==> src/rtl/n64_button_event_queue_if.sv <==
// Bus between the N64 button event queue and its host: sample input, FIFO pop side
// and the filtered-state outputs.
interface n64_button_event_queue_if #(
    parameter int unsigned DEPTH = 16
);
    logic                     enable;
    logic                     sample_valid;
    logic [31:0]              button_data;
    logic                     pop;
    logic                     clear_overflow;
    logic [31:0]              event_data;
    logic                     event_valid;
    logic [$clog2(DEPTH):0]   event_count;
    logic                     overflow;
    logic [15:0]              buttons;
    logic [7:0]               stick_x;
    logic [7:0]               stick_y;

    modport master (
        output enable, sample_valid, button_data, pop, clear_overflow,
        input  event_data, event_valid, event_count, overflow, buttons, stick_x, stick_y
    );

    modport slave (
        input  enable, sample_valid, button_data, pop, clear_overflow,
        output event_data, event_valid, event_count, overflow, buttons, stick_x, stick_y
    );
endinterface

==> src/rtl/n64_button_event_queue.sv <==
// Debounces N64 controller buttons, deadzones the stick axes and queues button-change
// events in a first-word fall-through FIFO for software to pop.
module n64_button_event_queue #(
    parameter int unsigned DEPTH          = 16,
    parameter int unsigned STABLE_SAMPLES = 3,
    parameter int unsigned DEADZONE       = 8
) (
    input logic                     PCLK,
    input logic                     PRESERN,
    n64_button_event_queue_if.slave bus
);
    localparam int unsigned     AW         = $clog2(DEPTH);
    localparam int unsigned     RW         = $clog2(STABLE_SAMPLES + 1);
    localparam logic [RW-1:0]   RUN_MAX    = RW'(STABLE_SAMPLES);
    localparam logic [AW:0]     FULL_COUNT = (AW + 1)'(DEPTH);
    localparam logic [8:0]      DZ         = 9'(DEADZONE);

    logic            accept;
    logic [15:0]     s;
    logic [15:0]     cand;
    logic [15:0]     buttons;
    logic [RW-1:0]   run;
    logic [RW-1:0]   new_run;
    logic            push_event;
    logic [31:0]     push_data;

    logic [31:0]     mem [DEPTH];
    logic [AW-1:0]   wr_ptr;
    logic [AW-1:0]   rd_ptr;
    logic [AW:0]     count;
    logic            empty;
    logic            full;
    logic            do_pop;
    logic            do_push;
    logic            drop;
    logic            overflow;

    logic [7:0]      stick_x;
    logic [7:0]      stick_y;

    // Magnitude is taken in 9 bits so that -128 maps to 128 instead of wrapping.
    function automatic logic [7:0] deadzone(input logic [7:0] v);
        logic [8:0] mag;
        mag = v[7] ? (9'd0 - {v[7], v}) : {1'b0, v};
        return (mag <= DZ) ? 8'h00 : v;
    endfunction

    assign accept = bus.enable && bus.sample_valid;
    assign s      = bus.button_data[31:16];

    always_comb begin
        new_run = '0;
        if (s != cand) begin
            new_run = RW'(1);
        end else if (run >= RUN_MAX) begin
            new_run = RUN_MAX;
        end else begin
            new_run = run + 1'b1;
        end
    end

    assign push_event = accept && (new_run >= RUN_MAX) && (s != buttons);
    assign push_data  = {s, s ^ buttons};

    always_ff @(posedge PCLK or negedge PRESERN) begin
        if (!PRESERN) begin
            cand    <= '0;
            run     <= '0;
            buttons <= '0;
            stick_x <= '0;
            stick_y <= '0;
        end else if (accept) begin
            cand    <= s;
            run     <= new_run;
            stick_x <= deadzone(bus.button_data[15:8]);
            stick_y <= deadzone(bus.button_data[7:0]);
            if (push_event) begin
                buttons <= s;
            end
        end
    end

    // A pop on an empty FIFO is ignored, so a full FIFO only accepts a push when it really pops.
    assign empty   = (count == '0);
    assign full    = (count == FULL_COUNT);
    assign do_pop  = bus.pop && !empty;
    assign do_push = push_event && (!full || do_pop);
    assign drop    = push_event && full && !do_pop;

    always_ff @(posedge PCLK) begin
        if (do_push) begin
            mem[wr_ptr] <= push_data;
        end
    end

    always_ff @(posedge PCLK or negedge PRESERN) begin
        if (!PRESERN) begin
            wr_ptr   <= '0;
            rd_ptr   <= '0;
            count    <= '0;
            overflow <= 1'b0;
        end else begin
            if (do_push) begin
                wr_ptr <= wr_ptr + 1'b1;
            end
            if (do_pop) begin
                rd_ptr <= rd_ptr + 1'b1;
            end
            if (do_push && !do_pop) begin
                count <= count + 1'b1;
            end else if (do_pop && !do_push) begin
                count <= count - 1'b1;
            end
            if (drop) begin
                overflow <= 1'b1;
            end else if (bus.clear_overflow) begin
                overflow <= 1'b0;
            end
        end
    end

    assign bus.event_data  = empty ? '0 : mem[rd_ptr];
    assign bus.event_valid = !empty;
    assign bus.event_count = count;
    assign bus.overflow    = overflow;
    assign bus.buttons     = buttons;
    assign bus.stick_x     = stick_x;
    assign bus.stick_y     = stick_y;
endmodule

==> src/flat_wrapper.sv <==
// flat-port wrapper written by rule: the top's interface ports become plain ports
module n64_button_event_queue_flat 
#(
    parameter int unsigned DEPTH          = 16,
    parameter int unsigned STABLE_SAMPLES = 3,
    parameter int unsigned DEADZONE       = 8
)
  (PCLK, PRESERN, bus_enable, bus_sample_valid, bus_button_data, bus_pop, bus_clear_overflow, bus_event_data, bus_event_valid, bus_event_count, bus_overflow, bus_buttons, bus_stick_x, bus_stick_y);
  n64_button_event_queue_if #(.DEPTH(DEPTH)) bus_i ();
  input logic PCLK;
  input logic PRESERN;
  input wire logic [$bits(bus_i.enable)-1:0] bus_enable;
  input wire logic [$bits(bus_i.sample_valid)-1:0] bus_sample_valid;
  input wire logic [$bits(bus_i.button_data)-1:0] bus_button_data;
  input wire logic [$bits(bus_i.pop)-1:0] bus_pop;
  input wire logic [$bits(bus_i.clear_overflow)-1:0] bus_clear_overflow;
  output wire logic [$bits(bus_i.event_data)-1:0] bus_event_data;
  output wire logic [$bits(bus_i.event_valid)-1:0] bus_event_valid;
  output wire logic [$bits(bus_i.event_count)-1:0] bus_event_count;
  output wire logic [$bits(bus_i.overflow)-1:0] bus_overflow;
  output wire logic [$bits(bus_i.buttons)-1:0] bus_buttons;
  output wire logic [$bits(bus_i.stick_x)-1:0] bus_stick_x;
  output wire logic [$bits(bus_i.stick_y)-1:0] bus_stick_y;
  assign bus_i.enable = bus_enable;
  assign bus_i.sample_valid = bus_sample_valid;
  assign bus_i.button_data = bus_button_data;
  assign bus_i.pop = bus_pop;
  assign bus_i.clear_overflow = bus_clear_overflow;
  assign bus_event_data = bus_i.event_data;
  assign bus_event_valid = bus_i.event_valid;
  assign bus_event_count = bus_i.event_count;
  assign bus_overflow = bus_i.overflow;
  assign bus_buttons = bus_i.buttons;
  assign bus_stick_x = bus_i.stick_x;
  assign bus_stick_y = bus_i.stick_y;
  n64_button_event_queue #(.DEPTH(DEPTH), .STABLE_SAMPLES(STABLE_SAMPLES), .DEADZONE(DEADZONE)) u_core (.PCLK(PCLK), .PRESERN(PRESERN), .bus(bus_i));
endmodule
==> config.mk <==
export PLATFORM = sky130hd
export DESIGN_NAME = n64_button_event_queue_flat
export DESIGN_NICKNAME = d
export VERILOG_FILES = /design/src/rtl/n64_button_event_queue_if.sv /design/src/rtl/n64_button_event_queue.sv /design/src/flat_wrapper.sv
export SDC_FILE = /design/constraint.sdc
export NUM_CORES = 1
export LEC_CHECK = 0
export BUFFER_PORTS_ARGS = -buffer_cell sky130_fd_sc_hd__clkbuf_2
export CORE_UTILIZATION = 39
export DETAILED_ROUTE_END_ITERATION = 10
export GPL_ROUTABILITY_DRIVEN = 0
export SYNTH_ARGS = -nofsm -noshare
export SYNTH_HDL_FRONTEND = slang
export SYNTH_SLANG_ARGS = --single-unit
==> constraint.sdc <==
create_clock -name PCLK -period 5.77 [get_ports PCLK]
set_input_delay 0.2885 -clock PCLK [delete_from_list [all_inputs] [get_ports PCLK]]
set_output_delay 0.2885 -clock PCLK [all_outputs]
set_load 0.1 [all_outputs]
# ---- Word level (Yosys, flattened, before mapping)
# Memories as Yosys holds them, arrays and structs flattened.
# Cells that the tools add are included.
# W data, S select, Z words.
dict set report word_totals {
  word_cells 56
  inputBits 38
  n_memories 1
  ramBits 512
  regBits 64
}
dict set report op_classes {
  mux 13
  n_reduce_logical 18
  addsub 7
  n_bitwise 1
  magnitude_cmp 4
  eq_ne 3
}
# name depth word_bits read_ports rd_clocked_by_memory_dff write_ports line_no
set memory_table {}
lappend memory_table {u_core.mem 16 32 1 0 1 n64_button_event_queue.sv:27} ;# logic [31:0] mem [DEPTH];
# op n
set op_table {}
lappend op_table {{$mux W32} 1}
lappend op_table {{$ne A16 B16 Y1} 2}
lappend op_table {{$le A9 B4 Y1 const B} 2}
lappend op_table {{$mux W9} 2}
lappend op_table {{$sub A1 B8 Y9 const A} 2}
lappend op_table {{$mux W8} 2}
lappend op_table {{$xor A16 B16 Y16} 1}
lappend op_table {{$mux W5} 2}
lappend op_table {{$logic_and A1 B1 Y1} 9}
lappend op_table {{$add A4 B1 Y4 const B} 2}
lappend op_table {{$add A5 B1 Y5 const B} 1}
lappend op_table {{$eq A5 B5 Y1 const B} 1}
lappend op_table {{$logic_not A5 Y1} 1}
lappend op_table {{$sub A5 B1 Y5 const B} 1}
lappend op_table {{$ge A2 B2 Y1 const B} 2}
lappend op_table {{$logic_not A1 Y1} 4}
lappend op_table {{$mux W1} 4}
lappend op_table {{$mux W2} 2}
lappend op_table {{$reduce_bool A2 Y1} 2}
lappend op_table {{$add A2 B1 Y2 const B} 1}
lappend op_table {{$reduce_and A2 Y1} 1}
lappend op_table {{$logic_or A1 B1 Y1} 1}

# ---- Logic depth before layout (Yosys ltp)
dict set report depth {
  ltp_word 11
  depth_mapped 13
}

# ---- Least setup slack after synthesis
# OpenSTA, ideal clock, no wires.
dict set report synth_path {
  kind {reg-to-reg}
  from {reg u_core.buttons[4], in the netlist u_core.bus.buttons[4]}
  to {mem u_core.mem[2][0], enable pin}
  path_stages_with_launch 6
  arrival_time_ps 5405
  n_path_buf 0
  setup_time_ps 502
  period_less_slack_ps 5907
  slack_ps -137
  cell_sequence {dfrtp_1 > xor2_1 > nor4_1 > and4_1 > nor4_4 > nor4bb_1}
}
dict set report synth_between {
  elab_chain_cells 5
}
# item line_no
set synth_rtl {}
lappend synth_rtl {{start: declaration} n64_button_event_queue.sv:21} ;# logic [15:0] buttons;
lappend synth_rtl {{start signal: assignment} n64_button_event_queue.sv:78} ;# buttons <= s;
lappend synth_rtl {{$ne A16 B16 Y1} n64_button_event_queue.sv:62} ;# assign push_event = accept && (new_run >= RUN_MAX) && (s != buttons);
lappend synth_rtl {{$logic_and A1 B1 Y1} n64_button_event_queue.sv:62}
lappend synth_rtl {{$logic_and A1 B1 Y1} n64_button_event_queue.sv:87} ;# assign do_push = push_event && (!full || do_pop);
lappend synth_rtl {{$mux W1} n64_button_event_queue.sv:91} ;# if (do_push) begin
lappend synth_rtl {{$mux W1 (not written as such)} n64_button_event_queue.sv:92} ;# mem[wr_ptr] <= push_data;
lappend synth_rtl {{end: declaration} n64_button_event_queue.sv:27}
# Every way passes these cells.

# ---- Worst setup path after layout
dict set report layout_path {
  from {reg u_core.buttons[3], in the netlist u_core.bus.buttons[3]}
  to {reg u_core.count[4], in the netlist u_core.bus.event_count[4]}
}
dict set report layout_between {
  elab_chain_cells 6
  elab_cells_between_ends 8
  cone_classes {1 x eq/ne; 1 x mux; 6 x reduce/logical}
}
# item line_no
set layout_rtl {}
lappend layout_rtl {{$ne A16 B16 Y1 (*)} n64_button_event_queue.sv:62}
lappend layout_rtl {{$logic_and A1 B1 Y1 (*)} n64_button_event_queue.sv:62}
lappend layout_rtl {{$logic_and A1 B1 Y1 (*)} n64_button_event_queue.sv:87}
lappend layout_rtl {{$logic_not A1 Y1} n64_button_event_queue.sv:111} ;# end else if (do_pop && !do_push) begin
lappend layout_rtl {{$logic_and A1 B1 Y1} n64_button_event_queue.sv:111}
lappend layout_rtl {{$reduce_bool A2 Y1 (no source line)} -}
lappend layout_rtl {{end signal: assignment} n64_button_event_queue.sv:110} ;# count <= count + 1'b1;
lappend layout_rtl {{end signal: assignment} n64_button_event_queue.sv:112} ;# count <= count - 1'b1;
lappend layout_rtl {{end: declaration} n64_button_event_queue.sv:30} ;# logic [AW:0] count;
# Mark *: on every way between the ends. The rest lies on a longest branch, timed or not.
# A chain may end at the register's enable or synchronous reset.

==> metrics.txt <==
status=completed; Layout Utilization=45.7%; Inst Count DP=a little under 2000; pin count of the biggest net entering global routing=65; instance area at placement=0.0244 mm^2; Seq/Total Area, Yosys=74.5%; met3 GRT Util=3.00%; Final Hold Viols=0; switching part of the total=37.9%; Yosys cell types=45; CP endpoint kind=flip-flop; clock share of power=26.8%; clock latency on the worst-skew pair=a little over 0.6 ns; I/O Pins=109; EDFF count, synth=approximately 500; Tmin final=4.15 ns; TritonCTS sink count=roughly 580; Reg clk slew, reported paths=around 0.060 ns; Top cell by count, worst path=xor2_1; Syn Inst Count=1066; antenna violations before repair=3; Top Usage Layer GRT=met2; Max FO, Critical Path=19; Starting Density=around two fifths; Setup crit start kind=flip-flop; Clock Skews=0.0174 ns; chip width=244 um; delay-heaviest family, CP=XOR/XNOR gates; Setup CP Type=reg -> reg; placed wire-length estimate=30400 um; hold slack final=0.135 ns; Pwr Density=between 400 and 500 mW/mm^2; max-slew violation count=0; fin nets=1294; Synth async-reset ratio=11.1%; Ys Warns=0; Worst path slowest cell=xor2_1; Int Power=8.17 mW; IO buf count=approximately 110; initial DRC count=938; H-tree levels=2; Worst EP required=approximately 6.3 ns; Final setup viols=0; area delta synth->final=15.9%; Lkg Pwr=9.04 nW; M1 GR Usage=between 20 and 30%; RSZ-0062 raised after global routing=false; Max-slew headroom=about 22%; switching power total=roughly 5 mW; CTS buffer count=56; vias per cell=5.39; routed via count=around 11000; layout cell share with drive strength beyond 1=33.6%; max incr delay on CP=0.91 ns; Flop pwr share=37.0%; # diodes=0; core box area=0.0577 mm^2; ys flop type=edfxtp_1; final period utilization=71.9%; TNS Setup=0 ns; DRC=0; TritonRoute pass-1 iters=7; Final Non-Filler Cells=2053; Worst Path Arrival=4.63 ns; Post-Route WL=52300 um; Max Freq=between 200 and 250 MHz; GRT Total Usage=18.0%; Comb pwr share=~36%; Setup Slack @ Placement=1.34 ns; vias in the first global route=~12000; Clock Path Buffers=3; setup repair bufs after CTS=0; CP Buf/Inv Count=1; syn nets=1115; Overall Power=13.2 mW; synthesized area=0.0228 mm^2; remaining antenna violation count after routing=0; Post-Syn Area per Cell=21.4 um^2; critical-path cell list=xor2_1, nor4_1, and4_1, nor4_4, ha_1, inv_1, fa_1, a21o_1, a21oi_1, xnor2_1, nor2_1, xor2_1; M2 GR Usage=28.6%; Die Ht=244 um; max-cap check violation count=0; final instance area=0.0264 mm^2; CTS tree=yes; Synth Register Bits=576; die area=0.0594 mm^2; first-pass GRT wire length=77900 um; GRT overflow=0; Slew @ Worst Pin=1.17 ns; drt wl/cell=25.5 um; Hold Crit Class=in -> reg; root buffer cell=clkbuf_16; setup ws final=1.62 ns; Max VDD drop=around 0.00043 V; row cnt=88
[final timing paths]
check	startpoint	to	slack, ns	cells past startpoint
worst min-delay path	bus_button_data[21]	u_core.bus.buttons[5]	0.14	2
worst max-delay path	u_core.bus.buttons[3]	u_core.bus.event_count[4]	1.62	12
max in group asynchronous	PRESERN	u_core.rd_ptr[1]	4.75	2
min in group asynchronous	PRESERN	u_core.bus.stick_x[1]	0.34	2
worst min register to register	u_core.cand[15]	u_core.cand[15]	0.50	2
worst max register to register	u_core.bus.buttons[3]	u_core.bus.event_count[4]	1.62	12
[cells in the final DEF, fill, tap and decap left out, types with 2 or more instances in the layout]
master,instances
a21o_1,2
a21oi_1,12
a22o_1,8
and2_1,34
and3_2,12
and4_1,2
and4b_2,2
buf_12,2
buf_4,46
bufinv_16,2
clkbuf_1,11
clkbuf_16,57
clkbuf_2,107
clkbuf_8,9
clkinv_1,10
clkinv_2,9
dfrtp_1,60
dfrtp_2,2
dfrtp_4,2
dlygate4sd3_1,19
edfxtp_1,512
ha_1,10
inv_1,10
mux2_1,10
mux2_2,9
mux4_2,160
nand2_1,69
nand3_1,5
nor2_1,3
nor2b_1,2
nor4_1,10
nor4_4,4
o21ai_0,8
xnor2_1,7
xor2_1,38
[repair_timing]
action | CTS | global route
hold buffers | 19 | 0
resized for setup | 0 | 0
endpoints found under the hold margin | 82 | 0
[synthesized netlist by cell type (2+ instances only)]
cell	number	area [um^2]
mux2_1	10	113
and2_1	34	213
a21o_1	2	15.0
clkbuf_1	24	90.1
and4b_1	2	20.0
nand3_1	5	25.0
o21ai_0	8	40.0
buf_4	11	82.6
ha_1	10	125
mux2_2	9	101
nand2_1	69	259
nand2b_1	2	12.5
and3_1	13	81.3
edfxtp_1	512	15400
xor2_1	38	333
nor2_1	3	11.3
a22o_1	8	70.1
buf_2	4	20.0
buf_1	12	45.0
nor2b_1	2	12.5
a21oi_1	12	60.1
mux4_2	160	3600
inv_1	10	37.5
buf_6	2	22.5
nor4_4	4	85.1
and4_1	3	26.3
dfrtp_1	64	1600
nor4_1	10	62.6
xnor2_1	7	61.3
[metal layers]
| layer | part of all wire, % | vias up | wire, um |
|---|---|---|---|
| met3 | 5.7 | 76 | 2960 |
| met5 | 0 | - | 0 |
| met2 | 48 | 364 | 25000 |
| li1 | - | 4716 | - |
| met1 | 44 | 5906 | 23100 |
| met4 | 2.3 | 0 | 1210 |
[flip-flops by register name, summed over array words and instances (netlist names)]
signal                  flops
u_core.bus.overflow         1
u_core.bus.event_count      5
u_core.bus.stick_x          8
u_core.run                  2
u_core.wr_ptr               4
u_core.bus.buttons         16
u_core.cand                16
u_core.rd_ptr               4
u_core.bus.stick_y          8
u_core.mem                512
[final cells by class]
type,count,area [um^2]
tap,765,957
sequential,576,17000
inverter,10,37.5
clock buffer,77,1590
fill,4923,31300
timing repair buffer,174,1110
multi-input combinational,427,5540
clock inverter,24,165
[kinds of logic after synthesis]
group,share of synthesized area (%)
DFF,74.5
muxes,16.8
and+or+nand+nor,3.90
buffers and inverters,1.31
xor gates and xnor gates,1.73
AOI/OAI and AO/OA,1.08
adders and majority gates,0.637
[worst register-to-register path: stages (launching register included)]
cell and delay [ns]:
dfrtp_1 0.41, xor2_1 0.91, nor4_1 0.11, and4_1 0.37, nor4_4 0.65, ha_1 0.31
inv_1 0.11, fa_1 0.43, a21o_1 0.21, a21oi_1 0.18, xnor2_1 0.13, nor2_1 0.06
xor2_1 0.14
[power groups by stage]
stage               logic (mW)  clock network (mW)  registers [mW]
floorplan                 3.85                   0            4.97
global placement          4.83                   0            4.97
detailed placement        4.83                   0            4.96
CTS                       4.85                3.59            4.88
global route              5.00                3.72            4.90
finish                    4.76                3.52            4.87
Note: power is estimated with default switching activity, not from simulation.
